**src/rtl/io_bus_arbiter.sv**
```systemverilog
// io_bus_arbiter: round-robin sharing of the single IO_memory port between two requesters. Rev 1.0
// Optional macro IO_PROTECT_EN: suppress requester-1 writes at or above PROTECT_BASE and flag err1.
`default_nettype none

module io_bus_arbiter #(
  parameter int          READ_LATENCY = 1,
  parameter logic [11:0] PROTECT_BASE = 12'hFF0
) (
  input  logic        clock,
  input  logic        reset,
  input  logic        req0,
  input  logic        we0,
  input  logic [11:0] addr0,
  input  logic [15:0] wdata0,
  output logic        ack0,
  output logic [15:0] rdata0,
  input  logic        req1,
  input  logic        we1,
  input  logic [11:0] addr1,
  input  logic [15:0] wdata1,
  output logic        ack1,
  output logic [15:0] rdata1,
  output logic        err1,
  output logic        IO_write,
  output logic [11:0] IO_address,
  output logic [15:0] IO_data_in,
  input  logic [15:0] IO_data_out,
  output logic        busy,
  output logic        grant_id
);

  typedef enum logic [1:0] {
    S_IDLE  = 2'd0,
    S_ISSUE = 2'd1,
    S_WAIT  = 2'd2,
    S_DONE  = 2'd3
  } state_t;

`ifdef IO_PROTECT_EN
  localparam logic c_prot_en = 1'b1;
`else
  localparam logic c_prot_en = 1'b0;
`endif
  localparam logic [1:0] c_rl = 2'(READ_LATENCY);

  state_t      state_q, state_d;
  logic        last_q, last_d;
  logic        gnt_q, gnt_d;
  logic        we_q, we_d;
  logic        viol_q, viol_d;
  logic [1:0]  cnt_q, cnt_d;
  logic        wr_q, wr_d;
  logic [11:0] addr_q, addr_d;
  logic [15:0] din_q, din_d;
  logic        ack0_q, ack0_d;
  logic        ack1_q, ack1_d;
  logic        err1_q, err1_d;
  logic [15:0] rd0_q, rd0_d;
  logic [15:0] rd1_q, rd1_d;
  logic        busy_q, busy_d;

  logic        w_pick;
  logic        w_we;
  logic [11:0] w_addr;
  logic [15:0] w_wdata;
  logic        w_viol;
  logic        w_capture;

  // On a tie the requester that did not own the previous transaction wins.
  assign w_pick  = (req0 & req1) ? ~last_q : req1;
  assign w_we    = w_pick ? we1    : we0;
  assign w_addr  = w_pick ? addr1  : addr0;
  assign w_wdata = w_pick ? wdata1 : wdata0;
  assign w_viol  = c_prot_en & w_pick & w_we & (w_addr >= PROTECT_BASE);

  always_comb begin
    state_d   = state_q;
    last_d    = last_q;
    gnt_d     = gnt_q;
    we_d      = we_q;
    viol_d    = viol_q;
    cnt_d     = cnt_q;
    addr_d    = addr_q;
    rd0_d     = rd0_q;
    rd1_d     = rd1_q;
    wr_d      = 1'b0;
    din_d     = '0;
    ack0_d    = 1'b0;
    ack1_d    = 1'b0;
    err1_d    = 1'b0;
    w_capture = 1'b0;
    case (state_q)
      S_IDLE: begin
        if (req0 | req1) begin
          state_d = S_ISSUE;
          gnt_d   = w_pick;
          last_d  = w_pick;
          we_d    = w_we;
          viol_d  = w_viol;
          addr_d  = w_addr;
          wr_d    = w_we & ~w_viol;
          din_d   = (w_we & ~w_viol) ? w_wdata : '0;
        end
      end
      S_ISSUE: begin
        if (we_q) begin
          state_d = S_DONE;
        end else if (c_rl == 2'd0) begin
          w_capture = 1'b1;
          state_d   = S_DONE;
        end else begin
          cnt_d   = c_rl;
          state_d = S_WAIT;
        end
      end
      S_WAIT: begin
        cnt_d = cnt_q - 2'd1;
        if (cnt_q == 2'd1) begin
          w_capture = 1'b1;
          state_d   = S_DONE;
        end
      end
      S_DONE:  state_d = S_IDLE;
      default: state_d = S_IDLE;
    endcase
    if (w_capture) begin
      if (gnt_q) rd1_d = IO_data_out;
      else       rd0_d = IO_data_out;
    end
    // Ack and err are registered on the edge that enters DONE.
    if (state_q != S_DONE && state_d == S_DONE) begin
      ack0_d = ~gnt_q;
      ack1_d = gnt_q;
      err1_d = viol_q;
    end
    busy_d = (state_d != S_IDLE);
  end

  always_ff @(posedge clock) begin
    if (reset) begin
      state_q <= S_IDLE;
      last_q  <= 1'b1;
      gnt_q   <= 1'b0;
      we_q    <= 1'b0;
      viol_q  <= 1'b0;
      cnt_q   <= '0;
      wr_q    <= 1'b0;
      addr_q  <= '0;
      din_q   <= '0;
      ack0_q  <= 1'b0;
      ack1_q  <= 1'b0;
      err1_q  <= 1'b0;
      rd0_q   <= '0;
      rd1_q   <= '0;
      busy_q  <= 1'b0;
    end else begin
      state_q <= state_d;
      last_q  <= last_d;
      gnt_q   <= gnt_d;
      we_q    <= we_d;
      viol_q  <= viol_d;
      cnt_q   <= cnt_d;
      wr_q    <= wr_d;
      addr_q  <= addr_d;
      din_q   <= din_d;
      ack0_q  <= ack0_d;
      ack1_q  <= ack1_d;
      err1_q  <= err1_d;
      rd0_q   <= rd0_d;
      rd1_q   <= rd1_d;
      busy_q  <= busy_d;
    end
  end

  assign ack0       = ack0_q;
  assign ack1       = ack1_q;
  assign err1       = err1_q;
  assign rdata0     = rd0_q;
  assign rdata1     = rd1_q;
  assign IO_write   = wr_q;
  assign IO_address = addr_q;
  assign IO_data_in = din_q;
  assign busy       = busy_q;
  assign grant_id   = gnt_q;

endmodule

`default_nettype wire
```
**config.mk**
```make
export PLATFORM = sky130hd
export DESIGN_NAME = io_bus_arbiter
export DESIGN_NICKNAME = d
export VERILOG_FILES = /design/src/rtl/io_bus_arbiter.sv
export SDC_FILE = /design/constraint.sdc
export NUM_CORES = 1
export LEC_CHECK = 0
export CAP_MARGIN = 20
export CORE_AREA = 2 2 93 95
export DETAILED_ROUTE_END_ITERATION = 16
export DIE_AREA = 0 0 95 97
export GPL_TIMING_DRIVEN = 0
export PLACE_DENSITY = 0.7
export SLEW_MARGIN = 10
export SYNTH_ARGS = -nofsm -noshare
export SYNTH_HDL_FRONTEND = slang
export SYNTH_SLANG_ARGS = --single-unit
```
**constraint.sdc**
```tcl
create_clock -name clock -period 1.39 [get_ports clock]
set_input_delay 0.417 -clock clock [delete_from_list [all_inputs] [get_ports clock]]
set_output_delay 0.417 -clock clock [all_outputs]
set_load 0.01 [all_outputs]
```
# Yosys cells after proc, flatten, opt, wreduce, memory -nomap -nowiden
# Index checks and enable logic that the tools add are counted.
dict set report totals {
  in_bits 78
  out_inout_bits 66
  regBits 71
  wordCells 52
}
dict set report classes {
  n_eq_ne 7
  n_reduce_logical 11
  addsub 1
  n_mux 12
  bitwise_logic 8
}
# operator n
set op_table {}
lappend op_table {{$mux W16} 1}
lappend op_table {{$mux W12} 1}
lappend op_table {{$pmux W2 S4} 1}
lappend op_table {{$reduce_and A2 Y1} 4}
lappend op_table {{$eq A2 B2 Y1 const B} 3}
lappend op_table {{$mux W2} 3}
lappend op_table {{$not A1 Y1} 6}
lappend op_table {{$mux W1} 5}
lappend op_table {{$eq A2 B1 Y1 const B} 2}
lappend op_table {{$ne A2 B2 Y1 const B} 2}
lappend op_table {{$pmux W2 S2} 1}
lappend op_table {{$reduce_bool A2 Y1} 2}
lappend op_table {{$reduce_or A4 Y1} 1}
lappend op_table {{$reduce_or A3 Y1} 1}
lappend op_table {{$logic_not A2 Y1} 1}
lappend op_table {{$reduce_or A2 Y1} 1}
lappend op_table {{$sub A2 B1 Y2 const B} 1}
lappend op_table {{$and A1 B1 Y1} 1}
lappend op_table {{$logic_and A1 B1 Y1} 1}
lappend op_table {{$or A1 B1 Y1} 1}

# Logic depth before layout (Yosys ltp)
# Gate-level depths: netlist of the first run.
dict set report depth {
  word_depth 7
  depth_mapped 8
  ltp_nobuf 5
}

# Least setup slack after synthesis of the first run
# Ideal clock, no wire load.
dict set report synth_path {
  kind {flip-flop to flip-flop}
  from {register state_q[0]}
  to {register rd0_q[0], in the netlist rdata0[0]}
  path_buffers 2
  required_ns 1.320
  t_arrival_ns 1.419
  path_stages_with_launch 8
  period_less_slack_ns 1.489
  setup_ns 0.070
  slack_ns -0.099
  path_cell_list {dfxtp_1 -> inv_1 -> ha_1 -> buf_2 -> nand3b_1 -> clkbuf_1 -> nand2_1 -> a21oi_1}
}
dict set report synth_between {
  elab_chain_len 3
}
# element line
set synth_lines {}
lappend synth_lines {{from (decl)} 46} ;# state_t state_q, state_d;
lappend synth_lines {{from (signal assigned)} 157} ;# state_q <= state_d;
lappend synth_lines {{$eq A2 B2 Y1} 92} ;# case (state_q)
lappend synth_lines {{$mux W1} 92}
lappend synth_lines {{$reduce_and A2 Y1 (no line)} -}
lappend synth_lines {{to (signal assigned)} 169} ;# rd0_q <= rd0_d;
lappend synth_lines {{to (decl)} 58} ;# logic [15:0] rd0_q, rd0_d;
# Every way passes these cells.
# A chain may end at the register's enable or synchronous reset.

# Worst setup path after layout of the first run
dict set report layout_path {
  from {register state_q[0]}
  to {register cnt_q[0]}
}
dict set report layout_between {
  elab_chain_len 3
  elab_cells_between_ends 6
  cone_classes {eq/ne (3); mux (1); reduce/logical (2)}
}
# element line
set layout_lines {}
lappend layout_lines {{$eq A2 B1 Y1 or $eq A2 B2 Y1 (tied branches)} 92}
lappend layout_lines {{$ne A2 B2 Y1 (no line) or $reduce_bool A2 Y1 (tied branches)} -}
lappend layout_lines {{$reduce_and A2 Y1 (no line)} -}
lappend layout_lines {{to (signal assigned)} 162} ;# cnt_q <= cnt_d;
lappend layout_lines {{to (decl)} 51} ;# logic [1:0] cnt_q, cnt_d;
# Parallel ways exist; a longest one is shown, timed or not.

==> results of run 1 <==
## layer usage
layer  vias up  GRT usage, %  share of wire (%)
met4         0          7.47                1.7
met2        78          32.8                 51
li1       1470             -                  -
met5         -             0                  0
met1      1366          22.1                 42
met3        13          4.75                5.2
## synth_stat cells, drive strengths merged (2+ instances only)
cell type  number
buf            18
clkbuf         10
a21oi          48
a22oi           2
a211oi         30
inv             7
nand2b          3
dfxtp          71
nand2          93
nand3          18
o21ai           3
nor2           17
ha              6
a32o            2
## stage by stage
step           power (W)  setup WS [ns]  hold WS [ns]  cells
6_report         0.00706        -0.0110         0.383    608
5_1_grt          0.00750         -0.109         0.390    608
4_1_cts          0.00691        -0.0125         0.371    606
3_5_place_dp     0.00514         -0.635         0.446    586
3_3_place_gp     0.00507         -0.616         0.442    586
2_1_floorplan    0.00403         0.0104         0.442    342
## final cells by class
type,instances,area [µm²],share of cell area [%]
multi-input cells,236,1350,29.3
clock inverters,6,67.6,1.46
flip-flops and latches,71,1430,30.9
clock buffers,10,138,2.98
well taps,105,131,2.84
repair buffers,149,1320,28.5
inverters,7,28.8,0.623
plain buffers,24,155,3.36
## logic make-up after synthesis
| logic type | count (synthesis) | synth area share (%) |
|---|---|---|
| buffers and inverters | 35 | 5.81 |
| and+or+nand+nor | 138 | 20.0 |
| adders and majority gates | 6 | 2.62 |
| other | 1 | 0.131 |
| AOI/OAI and AO/OA | 91 | 21.8 |
| DFF | 71 | 49.7 |
## worst paths after layout
path,slack [ns],endpoint,startpoint,cells after the start
hold / removal,0.38,last_q,reset,2
hold reg to reg,0.45,rdata1[13],rdata1[13],2
setup / recovery,-0.01,cnt_q[0],state_q[0],5
setup reg to reg,-0.01,cnt_q[0],state_q[0],5
## worst max-delay path: cells and delay by family, from the launching register on
kind	cells	cell delay (ns)
fa+ha+maj	1	0.20
buf+inv	1	0.14
compound gates	2	0.45
flops	1	0.34
simple gates	1	0.18
## cell usage in the layout, fill, tap and decap left out, drive strengths merged
cell,instances
and2,1
ha,6
nand2,93
o21ai,3
and3b,1
clkinvlp,2
a32o,2
a31oi,1
bufinv,1
buf,25
or2,1
o21a,1
nand3b,1
a21oi,48
clkdlybuf4s50,73
nand3,18
nor4,1
a21bo,1
and3,1
a22oi,2
conb,1
o21ba,1
inv,8
clkdlybuf4s15,24
dfxtp,71
clkinv,2
nor2,17
dlygate4sd2,16
nor4b,1
a211oi,30
nand2b,3
a21boi,1
a311oi,1
clkbuf,45
## power groups by stage
stage | logic, W | clock network (W) | registers, W
after floorplan | 0.00128 | 0 | 0.00274
after global placement | 0.00245 | 0 | 0.00262
after detailed placement | 0.00250 | 0 | 0.00264
after CTS | 0.00257 | 0.00175 | 0.00259
after global routing | 0.00301 | 0.00184 | 0.00265
final | 0.00275 | 0.00170 | 0.00261
## state kept, by name, summed over array words and instances (netlist names), 2 cells and up
name,cells
IO_address,12
IO_data_in,16
cnt_q,2
rdata0,16
rdata1,16
state_q,2
## timing repair
item | CTS | global route
endpoints found under the setup margin | 131 | 84
gates resized for setup | 99 | 80
hold endpoints to repair | 0 | 0
setup buffers | 6 | 3
cloned | 1 | 0
pin swaps | 2 | 1
==> impl_metrics.toml, run 1 <==
[sta]
max_freq_mhz = 714
tightest_slew_ns = 0.660
rsz0062_at_grt = "yes"
setup_ws_ns = -0.0110
hold_viol = 0
setup_viol = 1
slew_violations = 0
fin_crit_ns = 1.40
tns_ns = -0.0110
slew_headroom_pct = 56.0
clock_skew_ns = 0.00961
min_period_over_period_pct = 101

[status]
violations = "setup timing"
status = "complete, but fails checks"

[finish]
antenna_cells = 0
finalInstanceArea_um2 = 4620
drive_gt1_share_pct = 20.5
area.growth.synth_to_final_pct = 61.4
fillers = 784
nNetsFinal = 582
final_core_util_pct = 56.8

[cts]
cts_buffer_depth = 2
cts_max_level = 3
clkLatencyLatePin_ns = 0.34
ctsRootBufferMaster = "clkbuf_8"
clkSinkCount = 71
path_clk_slew_ns = 0.07
cts_tree = "built"
cts_hold_buf = 0
cts_inserted_buffers = 9

[worst_setup_path]
cpPeakStageDelay_ns = 0.34
critical_path_peak_fanout = 4
cp.arrival_ns = 1.64
slowest_stage = "dfxtp_2"
cp_cell_sequence = "buf_4 > ha_2 > and2_1 > o21ba_2 > a311oi_2"
start_kind = "register"
required_ns = 1.63
critical_path_class = "register to register"
crit_path_end_kind = "register"

[power]
cellLeakagePower_nw = 1.85
powerDensity_nw_per_um2 = 1530
seqPwrFrac_pct = 37.0
internal_power_w = 0.00462
p_sw_share_pct = 34.5
p_sw_w = 0.00244
clkPwrFrac_pct = 24.0
ir_drop_uv = 624
comb_power_share_pct = 39.0

[routing]
routed_wl_um = 8690
vias_per_cell = 4.81
drc = 0
drt_first_pass_iters = 4
ant_nets = 0
vias = 2927
wl_per_cell_um = 14.3
drt_iter0_markers = 105

[synth]
postSynth.asyncResetShare_pct = 0
yosysTopAreaCellShare_pct = 49.7
ys_seq_area_share_pct = 49.7
syn_nets = 426
syn_area_per_cell_um2 = 8.37
yosysWarnings = 0
syn_inst = 342
synth_top_area_cell = "dfxtp_1"
synth-edff-count = 0
ys_types = 35
ys.flop_type = "dfxtp_1"
synth_area_leaders = "dfxtp_1 (50%), nand2_1 (12%), a21oi_1 (8.4%)"
syn_area_um2 = 2860
synth-seq-cells = 71

[die]
die_h_um = 97
io-pin-count = 144
die_w_um = 95
initial_core_util_pct = 35.2
rows = 33
dieArea_um2 = 9220
core_area_um2 = 8130

[place]
portBuffers = 139
place_area_um2 = 4400
gp_congestion = 0.837
place_hpwl_um = 6240

[grt]
overflow = 0
track_usage_pct = 19.0
grt_max_degree = 14
grt_pass1_vias = 3035
grt_pass1_wl_um = 13900
antenna_found_initial = 0

[job]
max-cap-violations = 0

[hold_path]
hold_class = "input port to register"
(Power assumes the default switching activity.)
==> run 2, diff against run 1 <==
- ABC_AREA: default -> 1
- CAP_MARGIN: 20 -> 25
- CORE_AREA: 2 2 93 95 -> 2 2 94 96
- DIE_AREA: 0 0 95 97 -> 0 0 96 98
- PLACE_DENSITY: 0.7 -> 0.71
==> impl_metrics.toml, run 2 <==
[worst_setup_path]
r2r_cells = 8
crit_start = "state_q[1]"
rr_endpoint = "IO_address[3]"
crit_path_end_kind = "register"
start_kind = "register"
cp-endpoint = "IO_address[3]"
cp.arrival_ns = 1.58
r2r-start = "state_q[1]"
required_ns = 1.61
critical_path_class = "register to register"
r2r_setup_slack_ns = 0.03
critical_path_peak_fanout = 7

[synth]
ys_seq_area_share_pct = 47.3
syn_nets = 493
synth_area_leaders = "dfxtp_1 (47%), nor2_1 (11%), nand2_1 (8.6%)"
synthAdderAreaFrac_pct = 2.50
synth_top_area_cell = "dfxtp_1"
syn_area_um2 = 3010
yosysWarnings = 0
yosysMostFrequentCell = "nor2_1"
ys_types = 27
yosysTopAreaCellShare_pct = 47.3
synth_xor_area_share_pct = 0
synth-edff-count = 0
synth_simple_gate_area_share_pct = 31.1
syn_area_per_cell_um2 = 7.35
synth_commonest_cells = "nor2_1 (86), dfxtp_1 (71), nand2_1 (69), inv_1 (40), o21ai_0 (27)"
synthMuxAreaShare_pct = 0
synth-compound-area-share_pct = 9.08
syn_inst = 409
synth_top_family_by_area = "simple AND/OR/NAND/NOR gates"
ys.flop_type = "dfxtp_1"
postSynth.asyncResetShare_pct = 0
synth-seq-cells = 71

[status]
status = "finished clean"

[grt]
grt_pass1_vias = 3123
antenna_found_initial = 0
grt_max_degree = 20
overflow = 0
grt_pass1_wl_um = 14200
track_usage_pct = 19.2

[sta]
slew_violations = 0
hold_ws_ns = 0.473
rsz0062_at_grt = "yes"
fin_crit_ns = 1.36
max_freq_mhz = 735
setup_viol = 0
hold_viol = 0
clock_skew_ns = 0.0160
min_period_over_period_pct = 97.9
setup_ws_ns = 0.0298
tns_ns = 0

[routing]
drc = 0
wl_per_cell_um = 13.0
drt_first_pass_iters = 5
vias = 3151
routed_wl_um = 8910
ant_nets = 0
vias_per_cell = 4.61
drt_iter0_markers = 43

[power]
cellLeakagePower_nw = 2.39
ir_drop_uv = 873
total_power_w = 0.00721
powerDensity_nw_per_um2 = 1470

[cts]
cts_buffer_depth = 2
path_clk_slew_ns = 0.07
ctsRootBufferMaster = "clkbuf_8"
cts_tree = "built"
clkSinkCount = 71
cts_inserted_buffers = 9
cts_max_level = 3
clkLatencyLatePin_ns = 0.34

[place]
gp_congestion = 0.755
dp_cells = 659
place_hpwl_um = 6600
dp_slack_ns = -0.479
portBuffers = 142

[die]
die_h_um = 98
die_w_um = 96
rows = 34
dieArea_um2 = 9410
core_area_um2 = 8470
initial_core_util_pct = 35.5
io-pin-count = 144

[hold_path]
hp-start = "cnt_q[0]"
hold_class = "register to register"

[job]
max-cap-violations = 0

[finish]
final_cell_mix = "nor2_1 (81), clkdlybuf4s50_1 (74), dfxtp_1 (68), nand2_1 (63), inv_1 (37)"
area.growth.synth_to_final_pct = 63.4
stdcell_count = 683
antenna_cells = 0
mostFrequentLayoutCell = "nor2_1"
nNetsFinal = 655
drive_gt1_share_pct = 17.4
-- run 2: area by class of cell --
cell class,instances,area [µm²]
Buffer,21,180
Clock inverter,6,93.8
Inverter,43,174
Timing Repair Buffer,152,1400
Fill cell,824,3560
Sequential cell,71,1430
Tap cell,108,135
Multi-Input combinational cell,273,1370
Clock buffer,9,124
-- run 2: worst min-delay path by stage --
stage,to,slack (ns),cells past startpoint
4_1_cts,cnt_q[0],0.47,2
3_3_place_gp,cnt_q[0],0.45,2
5_1_grt,cnt_q[0],0.50,2
3_5_place_dp,cnt_q[0],0.45,2
6_report,cnt_q[0],0.47,2
2_1_floorplan,last_q,0.43,2
-- run 2: kinds of logic (layout without fill, tap and decap cells) --
group | after synthesis | count (layout)
flip-flops | 71 | 71
buffers and inverters | 65 | 231
AND/OR/NAND/NOR | 212 | 212
adder cells (fa/ha/maj) | 6 | 6
other | 1 | 1
AO/OA/AOI/OAI | 54 | 54
-- run 2: per-layer routing --
metal	up-vias	GRT usage, %	share of wire, %	routed length (µm)
li1	1592	-	-	-
met1	1454	22.5	40	3550
met2	92	33.2	52	4660
met3	13	4.24	5.8	513
met4	0	8.13	2.1	186
met5	-	0	0	0
-- run 2: where the power goes --
group	switching, W	internal [W]	leakage, nW
Sequential	0.000226	0.00243	0.581
Combinational	0.00145	0.00130	1.71
Clock	0.000798	0.00102	0.106
-- run 2: stage by stage --
stage,utilization (%),area [µm²]
6_report,58.0,4910
5_1_grt,58.0,4910
4_1_cts,56.7,4800
3_5_place_dp,53.9,4560
3_3_place_gp,53.9,4560
2_1_floorplan,-,3010
-- run 2: worst max-delay path, stage by stage, from the launching register on --
cell and delay, ns:
dfxtp_4 0.37, inv_4 0.08, ha_4 0.15, inv_4 0.04, nor2_4 0.24, buf_6 0.17
nand2_2 0.05, nor2_2 0.10, nor2_1 0.04
-- run 2: what timing repair did --
| item | CTS | global route |
|---|---|---|
| buffers inserted | 5 | 3 |
| endpoints found under the setup margin | 132 | 95 |
| cloned | 0 | 2 |
| pin swaps | 3 | 12 |
| gates resized for setup | 103 | 81 |
| hold buffers | 0 | 0 |
